**src/rtl/pixel_proc_pkg.sv**
```systemverilog
// Shared types for the per-pixel channel processor: operation modes and their width.
package pixel_proc_pkg;
  localparam int MODE_W = 2;

  typedef enum logic [MODE_W-1:0] {
    BYPASS   = 2'd0,
    INVERT   = 2'd1,
    BITREV   = 2'd2,
    BINARIZE = 2'd3
  } pix_mode_e;
endpackage

```
**src/rtl/pixel_op.sv**
```systemverilog
// Single-channel point operation; purely combinational, one instance per channel.
module pixel_op
  import pixel_proc_pkg::*;
#(
  parameter int W = 8
) (
  input  pix_mode_e      mode,
  input  logic [W-1:0]   thresh,
  input  logic [W-1:0]   x,
  output logic [W-1:0]   y
);
  always_comb begin
    y = x;
    case (mode)
      BYPASS:   y = x;
      INVERT:   y = ~x;
      BITREV:   for (int i = 0; i < W; i++) y[i] = x[W-1-i];
      BINARIZE: y = {W{x >= thresh}};
      default:  y = x;
    endcase
  end
endmodule

```
**src/rtl/pixel_channel_proc.sv**
```systemverilog
// N-channel point-operation stage with a 2-cycle pipeline; mode/threshold are
// captured only on the frame-start pixel so a frame is never processed with mixed settings.
module pixel_channel_proc
  import pixel_proc_pkg::*;
#(
  parameter int P_IMGDEPTH = 8,
  parameter int N_CH       = 3,
  parameter int HEIGHT     = 480,
  parameter int WIDTH      = 640
) (
  input  logic                         clk,
  input  logic                         rst,
  input  logic                         valid_in,
  input  logic [$clog2(WIDTH+1)-1:0]   h_count_in,
  input  logic [$clog2(HEIGHT+1)-1:0]  v_count_in,
  input  logic [N_CH*P_IMGDEPTH-1:0]   pix_in,
  input  logic [MODE_W-1:0]            mode_in,
  input  logic [P_IMGDEPTH-1:0]        thresh_in,
  output logic                         valid_out,
  output logic [$clog2(WIDTH+1)-1:0]   h_count_out,
  output logic [$clog2(HEIGHT+1)-1:0]  v_count_out,
  output logic [N_CH*P_IMGDEPTH-1:0]   pix_out,
  output logic [MODE_W-1:0]            mode_out,
  output logic                         frame_done
);
  localparam int HW     = $clog2(WIDTH+1);
  localparam int VW     = $clog2(HEIGHT+1);
  localparam int STAGES = 2;
  localparam logic [HW-1:0] LAST_H = HW'(WIDTH-1);
  localparam logic [VW-1:0] LAST_V = VW'(HEIGHT-1);

  typedef logic [N_CH-1:0][P_IMGDEPTH-1:0] pix_t;

  logic [STAGES-1:0]     vld_pipe;
  pix_mode_e             act_mode, eff_mode, mode1;
  logic [P_IMGDEPTH-1:0] act_thr, eff_thr, thr1;
  pix_t                  pix1, res;
  logic [HW-1:0]         h1;
  logic [VW-1:0]         v1;
  logic                  frame_start;

  // The frame-start pixel must see its own freshly sampled settings.
  assign frame_start = valid_in && (h_count_in == '0) && (v_count_in == '0);
  assign eff_mode    = frame_start ? pix_mode_e'(mode_in) : act_mode;
  assign eff_thr     = frame_start ? thresh_in : act_thr;

  // Stage 1: capture pixel, counts and the settings it will be processed with.
  always_ff @(posedge clk or negedge rst) begin
    if (!rst) begin
      vld_pipe <= '0;
      pix1     <= '0;
      h1       <= '0;
      v1       <= '0;
      mode1    <= BYPASS;
      thr1     <= '0;
      act_mode <= BYPASS;
      act_thr  <= '0;
    end else begin
      vld_pipe <= {vld_pipe[STAGES-2:0], valid_in};
      if (valid_in) begin
        pix1  <= pix_t'(pix_in);
        h1    <= h_count_in;
        v1    <= v_count_in;
        mode1 <= eff_mode;
        thr1  <= eff_thr;
      end
      if (frame_start) begin
        act_mode <= pix_mode_e'(mode_in);
        act_thr  <= thresh_in;
      end
    end
  end

  for (genvar c = 0; c < N_CH; c++) begin : g_ch
    pixel_op #(.W(P_IMGDEPTH)) u_op (
      .mode   (mode1),
      .thresh (thr1),
      .x      (pix1[c]),
      .y      (res[c])
    );
  end

  // Stage 2: outputs hold their last values across invalid cycles.
  always_ff @(posedge clk or negedge rst) begin
    if (!rst) begin
      pix_out     <= '0;
      h_count_out <= '0;
      v_count_out <= '0;
      mode_out    <= '0;
      frame_done  <= 1'b0;
    end else begin
      frame_done <= vld_pipe[0] && (h1 == LAST_H) && (v1 == LAST_V);
      if (vld_pipe[0]) begin
        pix_out     <= res;
        h_count_out <= h1;
        v_count_out <= v1;
        mode_out    <= mode1;
      end
    end
  end

  assign valid_out = vld_pipe[STAGES-1];
endmodule

```
**config.mk**
```make
export PLATFORM = sky130hd
export DESIGN_NAME = pixel_channel_proc
export DESIGN_NICKNAME = d
export VERILOG_FILES = /design/src/rtl/pixel_proc_pkg.sv /design/src/rtl/pixel_op.sv /design/src/rtl/pixel_channel_proc.sv
export SDC_FILE = /design/constraint.sdc
export NUM_CORES = 1
export LEC_CHECK = 0
export CORE_UTILIZATION = 50
export DETAILED_ROUTE_END_ITERATION = 6
export HOLD_SLACK_MARGIN = 0.03
export MAX_ROUTING_LAYER = met4
export PLACE_DENSITY = 0.78
export SYNTH_ARGS = -nofsm -noshare
export SYNTH_HDL_FRONTEND = slang
export SYNTH_SLANG_ARGS = --single-unit
```
**constraint.sdc**
```tcl
create_clock -name clk -period 3.5 [get_ports clk]
set_input_delay 0.35 -clock clk [delete_from_list [all_inputs] [get_ports clk]]
set_output_delay 0.35 -clock clk [all_outputs]
set_load 0.01 [all_outputs]
```
==> flow_summary_export.csv <==
group,metric,value,unit
run_status,status,"finished, final reports clean",
synth,yosysTopAreaCell,"dfrtp_1",
floorplan,initial_utilization,0.5150,
power_and_ir_drop,p_int,2.059,mW
synth,syn_avg_cell_area,11.87,um^2
worst_setup_path,cp-end-kind,"register",
placement,portBuffers,102,
floorplan,core_area,9774,um^2
final_layout,fillCellCount,774,
floorplan,io_pins,103,
timing,fin_crit_sh,0.6834,
synth,synth_top_flop_cell,"dfrtp_1",
timing,fin_ws,1.108,ns
synth,synth-seq-cells,111,
placement,dp_slack,1.154,ns
synth,async_flop_share,1.000,
synth,synthCells,424,
timing,final.setup.tns,0,ns
synth,synth_area,5034,um^2
route,remaining_drc_errors,0,
power_and_ir_drop,p_clk_frac,0.248,
final_layout,insertedDiodeCount,0,
global_route,grt_pass1_wl,19.12,mm
global_route,grt_max_degree,70,
final_layout,areaGrowthSynthToFinish,25.70,%
synth,synth_edf_count,0,
final_layout,final_nets,596,
hold_path,min_path_type,"in2async",
timing,finalSetupViolCount,0,
floorplan,std_cell_rows,36,
power_and_ir_drop,power,2.870,mW
synth,synth_top_area_share,0.5518,
power_and_ir_drop,power.switching,0.8107,mW
placement,placed_area,6146,um^2
route,drt_wl_total,11.60,mm
worst_setup_path,crit_slowest_cell,"nor3_1",
worst_setup_path,crit_path_start_kind,"register",
clock_network,clkTransAtPathRegs,0.09,ns
clock_network,cts_tree,"done",
synth,yosysUniqueCellTypes,36,
worst_setup_path,worst-setup-path-type,"reg2reg",
final_layout,design_area,6327,um^2
worst_setup_path,startpoint,"pix1[2]$_DFFE_PN0P_",
global_route,grt_remaining_overflow,0,
global_route,track_usage,0.2502,
timing,rsz0062_at_grt,"false",
synth,yosysMostFrequentCell,"dfrtp_1",
floorplan,dieArea,10470,um^2
route,routed_via_density,5.826,
power_and_ir_drop,power_frac_seq,0.538,
final_layout,multi_input_area,2112,um^2
power_and_ir_drop,leakagePower,2.653,nW
final_layout,regArea,2779,um^2
timing,maxSlewViolCount,0,
clock_network,ctsHoldBuffers,0,
timing,worstMarginPinSlew,0.9503,ns
timing,clock_skew,0.01357,ns
worst_setup_path,cp.arrival,2.61,ns
route,wire_per_inst,17.74,um
timing,fmax,418.1,MHz
worst_setup_path,cp_cell_sequence,"ha_1 -> a311oi_1 -> a2111oi_0 -> nor3_1 -> a21oi_1",
flow_run,maxCapViolations,0,
clock_network,postCtsSetupRepairBufs,0,
synth,synthesis.nets,504,
synth,ys_warn_count,0,
worst_setup_path,reg2reg_from,"pix1[2]$_DFFE_PN0P_",
power_and_ir_drop,comb_power_share,0.214,
power_and_ir_drop,ir_worst_vdd,0.3688,mV
clock_network,clock_path_buffers,2,
placement,place_hpwl,8.127,mm
power_and_ir_drop,power_switching_share,0.2825,
route,drt_iter0_markers,186,
synth,synth-seq-area-share,0.5518,
route,ant_nets,0,
synth,yosys-top-cells-area,"dfrtp_1 55%, mux2_2 14%, ha_1 6.0%, o21ai_0 5.5%, o22ai_1 3.0%",
worst_setup_path,cpPeakStageDelay,0.79,ns
worst_setup_path,cp_max_fo,8,
power_and_ir_drop,powerDensity,453.6,nW/um^2
placement,gp_congestion,0.8583,
global_route,antenna_found_initial,0,
clock_network,htree_levels,3,
floorplan,die_y,102.3,um
floorplan,die_x,102.3,um
worst_setup_path,required,3.72,ns
timing,hold_viol_final,0,
global_route,grt_pass1_vias,3890,
timing,slew_headroom,0.3616,
route,num_vias,3810,
timing,layout_min_cycle_time,2.392,ns
final_layout,drive_above_1_share,0.1823,
clock_network,root_buffer,"clkbuf_8",
clock_network,clock_sinks,111,
clock_network,cts_resized,0,
synth,synth_commonest_cells,"111 x dfrtp_1, 61 x mux2_2, 55 x o21ai_0",
route,dr.pass1.iters,5,
clock_network,cts_made_buffers,9,
clock_network,clock_latency,0.38,ns
final timing paths:
path                       cells past startpoint  slack (ns)                     end
setup / recovery                               5        1.11  pix_out[7]$_DFFE_PN0P_
hold / removal                                 1        0.08     pix1[4]$_DFFE_PN0P_
setup reg to reg                               5        1.11  pix_out[7]$_DFFE_PN0P_
hold reg to reg                                2        0.47    act_thr[7]$_DFF_PN0_
max in group asynchronous                      2        2.58  pix_out[8]$_DFFE_PN0P_
min in group clk                               2        0.47    act_thr[7]$_DFF_PN0_
cells by family (layout without fill, tap and decap cells):
| group | Yosys count | in the layout | synth area share |
|---|---|---|---|
| mux | 67 | 67 | 0.1544 |
| compound gates | 124 | 124 | 0.1407 |
| buf+inv | 37 | 134 | 0.02859 |
| fa+ha+maj | 24 | 24 | 0.05966 |
| simple gates | 61 | 61 | 0.06488 |
| flops | 111 | 111 | 0.5518 |
layer usage:
metal  track usage  vias up  part of all wire
li1              -     1753                 -
met1        0.2942     1883              0.41
met2        0.4006      147              0.49
met3       0.09234       27             0.075
met4       0.07692        0             0.023
met5             -        -                 0
sequential cells by signal, summed over array words and instances (netlist names):
register	count
v1	9
frame_done	1
thr1	8
vld_pipe	2
act_mode	2
pix1	24
mode1	2
h1	10
mode_out	2
act_thr	8
pix_out	24
v_count_out	9
h_count_out	10
critical path: cells and delay by family, from the launching register on:
kind / cells / cell delay (ns)
AO/OA/AOI/OAI: 3 / 0.66
flip-flops: 1 / 0.45
adder cells (fa/ha/maj): 1 / 0.34
AND/OR/NAND/NOR: 1 / 0.79
power groups by stage:
stage	logic [mW]	registers [mW]	clock network, mW
after floorplan	0.262	1.57	0
after global placement	0.591	1.56	0
after detailed placement	0.615	1.57	0
after CTS	0.619	1.54	0.735
after global routing	0.676	1.56	0.787
final	0.614	1.54	0.713
per-stage QoR:
stage / hold slack [ns] / utilization / std cells
2_1_floorplan: 0.05441 / - / 424
3_3_place_gp: 0.4442 / 0.6288 / 638
3_5_place_dp: 0.4544 / 0.6288 / 638
4_1_cts: 0.1087 / 0.6473 / 654
5_1_grt: 0.1410 / 0.6473 / 654
6_report: 0.07706 / 0.6473 / 654
cell type report:
cell class,instances,area share
tap,133,0.02630
clock buffer,11,0.02235
timing repair buffer,106,0.1649
multi-input combinational,276,0.3338
clock inverter,5,0.006328
sequential,111,0.4392
inverter,12,0.007119
layout by cell type, fill, tap and decap left out, types with 2 or more instances in the layout:
cell,count
mux2_2,61
clkdlybuf4s50_1,100
o21ai_0,55
nor3_1,2
a311oi_1,2
or4_4,2
nor2b_1,3
nor2_1,7
a21oi_1,18
dfrtp_1,110
nand2_1,25
buf_4,5
a31oi_1,17
nand4_1,6
inv_1,12
inv_6,3
a2111oi_0,3
mux2_4,6
ha_1,24
nand3_1,4
clkbuf_8,10
o22ai_1,24
nor4_1,3
(Power assumes the default switching activity.)
